<file path="src/rtl/acc_adder16_recovery.sv">
// Exact-sum checker for the approximate adder: captures a transaction, ripples the
// exact sum CHUNK bits per cycle, compares against the approximate sum and counts mismatches.
module acc_adder16_recovery #(
  parameter int WIDTH = 16,
  parameter int CHUNK = 4,
  parameter int CNT_W = 16
) (
  input  logic             clk_i,
  input  logic             rst_i,
  input  logic             valid_i,
  output logic             ready_o,
  input  logic [WIDTH-1:0] add1_i,
  input  logic [WIDTH-1:0] add2_i,
  input  logic [WIDTH:0]   approx_i,
  output logic             valid_o,
  input  logic             ready_i,
  output logic [WIDTH:0]   result_o,
  output logic             err_o,
  input  logic             clr_cnt_i,
  output logic [CNT_W-1:0] err_cnt_o
);

  localparam int NCH   = WIDTH / CHUNK;
  localparam int IDX_W = (NCH > 1) ? $clog2(NCH) : 1;

  typedef enum logic [1:0] {IDLE, CALC, CHECK, OUT} state_t;

  typedef struct packed {
    logic [WIDTH-1:0] a;
    logic [WIDTH-1:0] b;
    logic [WIDTH:0]   approx;
  } req_t;

  state_t           state_q;
  req_t             req_q;
  logic [WIDTH:0]   sum_q;
  logic             carry_q;
  logic [IDX_W-1:0] idx_q;
  logic [CHUNK:0]   chunk_sum;
  logic             last_chunk;
  logic             mismatch;

  always_comb begin
    chunk_sum  = {1'b0, req_q.a[idx_q*CHUNK +: CHUNK]}
               + {1'b0, req_q.b[idx_q*CHUNK +: CHUNK]}
               + {{CHUNK{1'b0}}, carry_q};
    last_chunk = (idx_q == IDX_W'(NCH - 1));
    mismatch   = (sum_q != req_q.approx);
  end

  always_ff @(posedge clk_i) begin
    if (rst_i) begin
      state_q   <= IDLE;
      ready_o   <= 1'b1;
      valid_o   <= 1'b0;
      result_o  <= '0;
      err_o     <= 1'b0;
      err_cnt_o <= '0;
      req_q     <= '0;
      sum_q     <= '0;
      carry_q   <= 1'b0;
      idx_q     <= '0;
    end else begin
      case (state_q)
        IDLE: begin
          if (valid_i && ready_o) begin
            req_q   <= '{a: add1_i, b: add2_i, approx: approx_i};
            sum_q   <= '0;
            carry_q <= 1'b0;
            idx_q   <= '0;
            ready_o <= 1'b0;
            state_q <= CALC;
          end
        end
        CALC: begin
          sum_q[idx_q*CHUNK +: CHUNK] <= chunk_sum[CHUNK-1:0];
          carry_q <= chunk_sum[CHUNK];
          idx_q   <= idx_q + 1'b1;
          if (last_chunk) begin
            sum_q[WIDTH] <= chunk_sum[CHUNK];
            state_q      <= CHECK;
          end
        end
        CHECK: begin
          result_o <= sum_q;
          err_o    <= mismatch;
          if (mismatch && (err_cnt_o != '1))
            err_cnt_o <= err_cnt_o + 1'b1;
          valid_o  <= 1'b1;
          state_q  <= OUT;
        end
        OUT: begin
          if (ready_i) begin
            valid_o <= 1'b0;
            ready_o <= 1'b1;
            state_q <= IDLE;
          end
        end
        default: state_q <= IDLE;
      endcase
      // Clear overrides a same-cycle increment.
      if (clr_cnt_i)
        err_cnt_o <= '0;
    end
  end

endmodule
</file>
<file path="config.mk">
export PLATFORM = sky130hd
export DESIGN_NAME = acc_adder16_recovery
export DESIGN_NICKNAME = d
export VERILOG_FILES = /design/src/rtl/acc_adder16_recovery.sv
export SDC_FILE = /design/constraint.sdc
export NUM_CORES = 1
export LEC_CHECK = 0
export CAP_MARGIN = 20
export CORE_AREA = 2 2 106 108
export CTS_BUF_LIST = sky130_fd_sc_hd__clkbuf_2
export DETAILED_ROUTE_END_ITERATION = 8
export DIE_AREA = 0 0 108 110
export PLACE_DENSITY = 0.78
export SYNTH_ARGS = -nofsm -noshare
export SYNTH_HDL_FRONTEND = slang
export SYNTH_SLANG_ARGS = --single-unit
</file>
<file path="constraint.sdc">
create_clock -name clk_i -period 3.2 [get_ports clk_i]
set_input_delay 0.64 -clock clk_i [delete_from_list [all_inputs] [get_ports clk_i]]
set_output_delay 0.64 -clock clk_i [all_outputs]
set_load 0.005 [all_outputs]
</file>
======== Word level (Yosys, flattened, before mapping) ========
Cells that the tools add are included.
operators by class
  add/subtract/negate cells ............... 5
  equal/unequal tests ..................... 9
  shift operators ......................... 4
  mux-type cells .......................... 16
  reduce and logical (&&, ||, !) cells .... 13
operators by type and width
  kind                                                                      number
  4-bit negator with 34-bit output                                          1
  17-bit case mux with 2 select lines                                       1
  4-bit by 34-bit variable shift with 17-bit output (first input constant)  1
  4-bit by 34-bit indexed part select with 17-bit output                    1
  16-bit by 5-bit indexed part select with 4-bit output                     2
  17-bit bitwise mux                                                        1
  17-bit 2-to-1 mux                                                         1
  17-bit != test                                                            1
  16-bit by 1-bit adder with 16-bit output (second input constant)          1
  16-bit != test (second input constant)                                    1
  2-bit 2-to-1 mux                                                          4
  2-bit case mux with 4 select lines                                        1
  2-bit AND reduction                                                       4
  2-bit equality test (second input constant)                               3
  2-bit != test (second input constant)                                     3
  1-bit case mux with 2 select lines                                        3
  3-bit AND reduction                                                       2
  2-bit nonzero test                                                        3
  4-bit by 4-bit adder with 5-bit output                                    1
  5-bit by 1-bit adder with 5-bit output                                    1
  1-bit 2-to-1 mux                                                          4
  2-bit case mux with 2 select lines                                        1
  2-bit by 1-bit adder with 2-bit output (second input constant)            1
  2-bit by 1-bit equality test with 1-bit output (second input constant)    1
  other kinds (3)                                                           4
storage, ports and cells
  register bits after elaboration ......... 107
  bits of input ports ..................... 54
  output and inout bits ................... 36
  word-level logic and storage cells ...... 59

======== Logic depth before layout (Yosys ltp) ========
Gate-level depths: netlist of the first run.
  depth after elaboration ................. 7
  gate-level depth with buffers ........... 9
  depth with buffers taken out ............ 8

======== Worst setup path before layout of the first run ========
Ideal clock, no wire load.
  path type ............................... register -> register
  start point ............................. register idx_q[0]
  end point ............................... register sum_q[16]
  setup time .............................. 0.131 ns
  data arrival time ....................... 2.689 ns
  required time ........................... 3.069 ns
  setup slack ............................. 0.380 ns
  stages on the path, launching flop included .. 10
  buffers on the path ..................... 1
  cell sequence ........................... dfxtp_1 buf_2 mux4_2 fa_1 fa_1 a21o_1 a21oi_1 a21oi_1 a21oi_1 nor3_1
on the way
  cells in the longest elaborated chain, start to end .. 7
  elaborated cells on any way between the ends .. 11
  classes of those cells .................. add/sub: 3; eq/ne: 1; shift: 4; mux: 3
RTL lines
  what                                                                      RTL line  source
  start, declared                                                           38        logic [IDX_W-1:0] idx_q;
  start signal, assigned                                                    78        idx_q <= idx_q + 1'b1;
  16-bit by 5-bit indexed part select with 4-bit output (on tied branches)  44, 45
  4-bit by 4-bit adder with 5-bit output                                    45        + {1'b0, req_q.b[idx_q*CHUNK +: CHUNK]}
  5-bit by 1-bit adder with 5-bit output                                    46        + {{CHUNK{1'b0}}, carry_q};
  4-bit by 34-bit indexed part select with 17-bit output                    76        sum_q[idx_q*CHUNK +: CHUNK] <= chunk_sum[CHUNK-1:0];
  17-bit bitwise mux                                                        76
  1-bit 2-to-1 mux *                                                        79        if (last_chunk) begin
  17-bit case mux with 2 select lines *                                     64        case (state_q)
  end signal, assigned by index                                             76
  end signal, assigned by index                                             80        sum_q[WIDTH] <= chunk_sum[CHUNK];
  end, declared                                                             36        logic [WIDTH:0] sum_q;
Mark *: on every way between the ends. The rest lies on a longest branch, timed or not.
A chain may end at the register's enable or synchronous reset.

======== Worst setup path in the final report of the first run ========
Same ends and word-level chain as after synthesis.

==> flow_summary.json, run 1 <==
{
  "ir_worst_vdd_mv": 0.312,
  "cts.htree.levels": 3,
  "postCtsSetupRepairBufs": 0,
  "critical_path_peak_fanout": 11,
  "clock_latency_of_the_later_clocked_register_in_the_worst_skew_pair_ns": 0.56,
  "setup_repair_after_global_routing_missed_its_margin": "no",
  "cts-root-to-sink-buffers": 2,
  "dr_total_vias": 4021,
  "gpl.final_weighted_congestion": 0.858,
  "fp.dieArea_um2": 11900,
  "synth.top_cell.area_share": 0.460,
  "peak_freq_mhz": 338,
  "cts.sink_count": 107,
  "clkSlewWorstSetupHoldPaths_ns": 0.29,
  "grt_pass1_wl_mm": 17.5,
  "layout_common_cells": "sky130_fd_sc_hd__nand2_1, sky130_fd_sc_hd__dfxtp_1, sky130_fd_sc_hd__clkdlybuf4s50_1",
  "wl_mm": 10.7,
  "worst-setup-path-type": "flop to flop",
  "final-hold-violation-count": 0,
  "post_synth_main_area_contributors": "sky130_fd_sc_hd__dfxtp_1, sky130_fd_sc_hd__nand2_1, sky130_fd_sc_hd__a21oi_1",
  "slew-limit-headroom": 0.485,
  "timing_worst_slew_pin_value_ns": 0.765,
  "die-height_um": 110,
  "cts_repair_resizes": 0,
  "cp.required_ns": 3.66,
  "run_status": "finished clean",
  "setup_slack_of_the_critical_path_after_layout_ns": 0.243,
  "crit_path_end_kind": "flop",
  "crit_path_frequent_cell": "sky130_fd_sc_hd__a21oi_1",
  "timing.critical_path.buf_inv": 0,
  "final_antenna_net_count": 0,
  "numPortBuffers": 89,
  "min-delay-path-class": "primary input to flop",
  "synth_area_per_cell_um2": 8.61,
  "grt_max_degree": 50,
  "cp_cell_sequence": "mux4_2 -> fa_1 -> fa_1 -> a21o_1 -> a21oi_1 -> a21oi_1 -> a21oi_1 -> nor3_1",
  "layout-drive-gt1-share": 0.0548,
  "crit_path_max_incr_delay_ns": 0.66,
  "route.detailed.drc": 0,
  "drt_iter0_drc": 259,
  "share_of_synthesized_area_occupied_by_flip_flops_and_latches": 0.460,
  "layout_min_cycle_time_ns": 2.96,
  "antenna_cells": 0,
  "cp_top_family": "adder cells",
  "cts_root_buffer": "sky130_fd_sc_hd__clkbuf_2",
  "placementRows": 38,
  "mappedNetlistNets": 608,
  "slowest_cp_cell": "sky130_fd_sc_hd__dfxtp_1",
  "ys_warn_count": 0,
  "numCtsBuffers": 9,
  "start_kind": "flop",
  "synthesis.instances": 540,
  "power.static_leakage_nw": 1.99,
  "fin_crit_sh": 0.924,
  "multiInputGateArea_um2": 2340,
  "tritoncts": "yes",
  "slew_violations": 0,
  "drv_cap": 0,
  "power-per-cell-area_nw_per_um2": 604,
  "post_syn_area_um2": 4650,
  "cts.hold.buffers_added": 0,
  "wire_per_inst_um": 14.1,
  "routed_via_density": 5.28,
  "layout.filler_cells": 990,
  "area.growth.synth_to_final_pct": 24.2,
  "area_of_the_core_um2": 10700,
  "finish.net_count": 684,
  "timing.setup.tns_ns": 0,
  "setup_viol": 0,
  "firstDrtPassIters": 4,
  "grt-ovfl-total": 0,
  "starting_density_of_the_core": 0.435,
  "synth.largest_area_cell": "sky130_fd_sc_hd__dfxtp_1",
  "place_ws_ns": 0.315,
  "initial_antenna_violation_count": 0,
  "synth_register_bits": 107,
  "synth.distinct_cells": 46,
  "grt_usage": 0.185,
  "die-width_um": 108,
  "finClkSkew_ns": 0.0282,
  "mostFrequentLayoutCell": "sky130_fd_sc_hd__nand2_1",
  "crit_arrival_ns": 3.42,
  "dp.final_hpwl_mm": 8.00,
  "ff_latch_area_um2": 2140,
  "first_global_vias": 3726,
  "io_pins": 90
}
layout make-up:
| type | instances | share of cell area |
|---|---|---|
| Multi-Input combinational cell | 392 | 0.405 |
| Sequential cell | 107 | 0.371 |
| Timing Repair Buffer | 95 | 0.161 |
| Tap cell | 140 | 0.0303 |
| Clock inverter | 7 | 0.0175 |
| Clock buffer | 9 | 0.00780 |
| Inverter | 11 | 0.00715 |
path summary, 6_finish.rpt:
path / end / slack (ns) / cells after the start / start
hold / removal: valid_o / 0.44 / 2 / rst_i
hold reg to reg: req_q[36] / 0.47 / 2 / req_q[36]
setup / recovery: sum_q[16] / 0.24 / 8 / idx_q[0]
setup reg to reg: sum_q[16] / 0.24 / 8 / idx_q[0]
worst reg2reg max path, cell delays in order (launching register included):
cell and delay (ns):
sky130_fd_sc_hd__dfxtp_1 0.66, sky130_fd_sc_hd__mux4_2 0.58, sky130_fd_sc_hd__fa_1 0.44, sky130_fd_sc_hd__fa_1 0.41
sky130_fd_sc_hd__a21o_1 0.19, sky130_fd_sc_hd__a21oi_1 0.21, sky130_fd_sc_hd__a21oi_1 0.12, sky130_fd_sc_hd__a21oi_1 0.18
sky130_fd_sc_hd__nor3_1 0.06
power by group:
part           total [W]  internal, W  leakage [nW]  switching [W]
logic            0.00114     0.000460          1.04       0.000682
clock network   0.000722     0.000266        0.0840       0.000456
registers        0.00162      0.00149         0.868       0.000132
metrics by stage:
step           cells  power (W)  hold WS (ns)  utilization  instance area [um2]
4_1_cts          761    0.00350         0.410        0.540                 5780
3_3_place_gp     745    0.00275         0.444        0.526                 5630
2_1_floorplan    540    0.00246         0.433            -                 4650
6_report         761    0.00349         0.441        0.540                 5780
5_1_grt          761    0.00371         0.396        0.540                 5780
3_5_place_dp     745    0.00279         0.447        0.526                 5630
cells by family (layout without fill, tap and decap cells):
logic type,Yosys count,count (layout),synth area share
AND/OR/NAND/NOR,211,211,0.198
AO/OA/AOI/OAI,121,121,0.149
flip-flops,107,107,0.460
buffers and inverters,41,122,0.0363
multiplexers,26,26,0.0775
XOR/XNOR,20,20,0.0377
adder cells (fa/ha/maj),14,14,0.0409
registers in the layout, indices dropped and copies added, names as in the netlist:
register and cells:
valid_o 1, idx_q 2, req_q 49, state_q 2
carry_q 1, err_cnt_o 16, result_o 17, ready_o 1
sum_q 17, err_o 1
cell usage after synthesis, drive strengths merged:
master	count
o31ai	7
mux2i	18
and3	3
nand2b	2
nor4b	1
nand2	116
a32oi	4
o21ai	12
a31oi	1
mux4	8
or2	1
a21bo	1
clkbuf	24
nand3b	1
nor3	6
fa	2
a21boi	1
o31a	1
nand3	16
buf	6
nor3b	1
a22oi	7
or3	8
a2111oi	1
xnor2	19
clkinv	1
inv	10
o21bai	1
nor4	1
a2bb2oi	1
a21oi	79
a21o	2
xor2	1
a311oi	2
nand4	6
o211ai	1
ha	12
nor2	42
or4	6
nor2b	1
dfxtp	107
layer usage:
metal | GRT usage | share of wire | vias up
met3 | 0.0376 | 0.047 | 9
li1 | - | - | 2015
met5 | 0 | 0 | -
met2 | 0.310 | 0.48 | 107
met1 | 0.243 | 0.46 | 1890
met4 | 0.0577 | 0.011 | 0
Note: power is estimated with default switching activity, not from simulation.
==> inputs of run 2 (changes only) <==
--- a/config.mk
+++ b/config.mk
@@ -11,6 +11,7 @@
 export DETAILED_ROUTE_END_ITERATION = 8
 export DIE_AREA = 0 0 108 110
 export PLACE_DENSITY = 0.78
+export SKIP_LAST_GASP = 1
 export SYNTH_ARGS = -nofsm -noshare
 export SYNTH_HDL_FRONTEND = slang
 export SYNTH_SLANG_ARGS = --single-unit
==> results of run 2 <==
Final layout, timing and power as in run 1 (identical DEF).
==> inputs of run 3 (changes only) <==
==> constraint.sdc (replaced) <==
create_clock -name clk_i -period 3.6 [get_ports clk_i]
set_input_delay 0.72 -clock clk_i [delete_from_list [all_inputs] [get_ports clk_i]]
set_output_delay 0.72 -clock clk_i [all_outputs]
set_load 0.005 [all_outputs]
==> run 3 against run 2 <==
Clock skew is 0.025 ns higher. Sequential share of layout area is 0.23 points higher. Critical path depth stayed put. Via count is 0.22% lower. Critical endpoint unchanged. Clock power is 22% lower.
==> flow_summary.json, run 3 (synthesized netlist as in run 1, its figures left out) <==
{
  "finish.net_count": 683,
  "finalPower_w": 0.00301,
  "power_report.internal_total_w": 0.00190,
  "grt_max_degree": 51,
  "cts_root_buffer": "sky130_fd_sc_hd__clkbuf_2",
  "gpl.final_weighted_congestion": 0.882,
  "grt_usage": 0.183,
  "cp_cell_sequence": "mux4_2 -> fa_1 -> fa_1 -> a21o_1 -> a21oi_1 -> a21oi_1 -> a21oi_1 -> nor3_1",
  "cts.sink_count": 107,
  "fin_crit_sh": 0.835,
  "slew-limit-headroom": 0.481,
  "peak_freq_mhz": 333,
  "timing.setup.tns_ns": 0,
  "grt_pass1_wl_mm": 17.4,
  "die-height_um": 110,
  "numPortBuffers": 89,
  "firstDrtPassIters": 7,
  "mostFrequentLayoutCell": "sky130_fd_sc_hd__nand2_1",
  "cts.hold.buffers_added": 0,
  "postCtsSetupRepairBufs": 0,
  "die-width_um": 108,
  "cts_repair_resizes": 0,
  "min-delay-path-class": "flop to flop",
  "cts-root-to-sink-buffers": 2,
  "setup_viol": 0,
  "numCtsBuffers": 9,
  "first_global_vias": 3756,
  "dr_total_vias": 4012,
  "switching_share": 0.367,
  "pwr-share-comb": 0.334,
  "cts.htree.levels": 3,
  "initial_antenna_violation_count": 0,
  "layout_common_cells": "sky130_fd_sc_hd__nand2_1, sky130_fd_sc_hd__dfxtp_1, sky130_fd_sc_hd__clkdlybuf4s50_1",
  "starting_density_of_the_core": 0.435,
  "clock_latency_of_the_later_clocked_register_in_the_worst_skew_pair_ns": 0.55,
  "placementRows": 38,
  "timing_worst_slew_pin_value_ns": 0.778,
  "crit_path_max_incr_delay_ns": 0.67,
  "routed_via_density": 5.28,
  "layout_min_cycle_time_ns": 3.01,
  "critical_path_peak_fanout": 11,
  "clock_power_share": 0.186,
  "start_kind": "flop",
  "sw_power_w": 0.00110,
  "timing.critical_path.buf_inv": 0,
  "drt_iter0_drc": 327,
  "crit_arrival_ns": 3.42,
  "route.detailed.drc": 0,
  "area_of_the_core_um2": 10700,
  "cp_top_family": "adder cells",
  "setup_repair_after_global_routing_missed_its_margin": "no",
  "register_ranked_first_by_flip_flop_count": "req_q",
  "layout-drive-gt1-share": 0.0516,
  "seq_power_share": 0.480,
  "drv_cap": 0,
  "grt-ovfl-total": 0,
  "final_antenna_net_count": 0,
  "finalNonFillerCells": 760,
  "power.static_leakage_nw": 1.97,
  "wire_per_inst_um": 13.9,
  "io_pins": 90,
  "power-per-cell-area_nw_per_um2": 524,
  "slowest_cp_cell": "sky130_fd_sc_hd__dfxtp_1",
  "dp.final_hpwl_mm": 7.87,
  "run_status": "finished clean",
  "worst-setup-path-type": "flop to flop",
  "ff2ff_setup_slack_ns": 0.59,
  "cp.required_ns": 4.01,
  "largest_reg_flops": 49,
  "tritoncts": "yes",
  "wl_mm": 10.6,
  "finClkSkew_ns": 0.0530,
  "crit_path_end_kind": "flop",
  "ir_worst_vdd_mv": 0.238,
  "final-hold-violation-count": 0,
  "clkSlewWorstSetupHoldPaths_ns": 0.28,
  "antenna_cells": 0,
  "crit_path_frequent_cell": "sky130_fd_sc_hd__a21oi_1",
  "area.growth.synth_to_final_pct": 23.4,
  "slew_violations": 0,
  "final_util": 0.537,
  "fp.dieArea_um2": 11900,
  "reg.largest.list": "req_q (49), result_o (17), sum_q (17)",
  "post-place-cells": 744
}
## run 3: final cells by class
cell class                      count  area [um2]
Inverter                           11        41.3
Tap cell                          140         175
Clock inverter                      7        73.8
Sequential cell                   107        2140
Multi-Input combinational cell    392        2340
Fill cell                         993        4960
Clock buffer                        9        45.0
Timing Repair Buffer               94         923
## run 3: routing by layer
| layer | routed length [um] | global-route usage | up-vias |
|---|---|---|---|
| met1 | 4700 | 0.233 | 1858 |
| met2 | 5090 | 0.313 | 129 |
| li1 | - | - | 2017 |
| met3 | 667 | 0.0347 | 8 |
| met5 | 0 | 0 | - |
| met4 | 116 | 0.0632 | 0 |
## run 3: power by group through the flow
stage          combinational, W  clock, W  sequential [W]
2_1_floorplan          0.000765         0         0.00142
3_3_place_gp           0.000976         0         0.00146
3_5_place_dp           0.000996         0         0.00147
4_1_cts                 0.00100  0.000577         0.00144
5_1_grt                 0.00112  0.000633         0.00146
6_report                0.00100  0.000560         0.00144
## run 3: final timing paths
path                                 from         to  cells past startpoint
worst max-delay path             idx_q[0]  sum_q[16]                      8
worst min-delay path            req_q[23]  req_q[23]                      2
worst max register to register   idx_q[0]  sum_q[16]                      8
worst min register to register  req_q[23]  req_q[23]                      2
## run 3: through the flow
stage          hold slack, ns  area, um2  setup WS, ns
2_1_floorplan           0.433       4650         0.780
3_3_place_gp            0.445       5620         0.782
3_5_place_dp            0.448       5620         0.653
4_1_cts                 0.476       5740         0.567
5_1_grt                 0.491       5740         0.440
6_report                0.478       5740         0.594
## run 3: tightest hold or removal path, stage by stage (launching register included)
cell                      delay [ns]
sky130_fd_sc_hd__dfxtp_1        0.38
sky130_fd_sc_hd__nand2_1        0.05
sky130_fd_sc_hd__a21oi_1        0.05
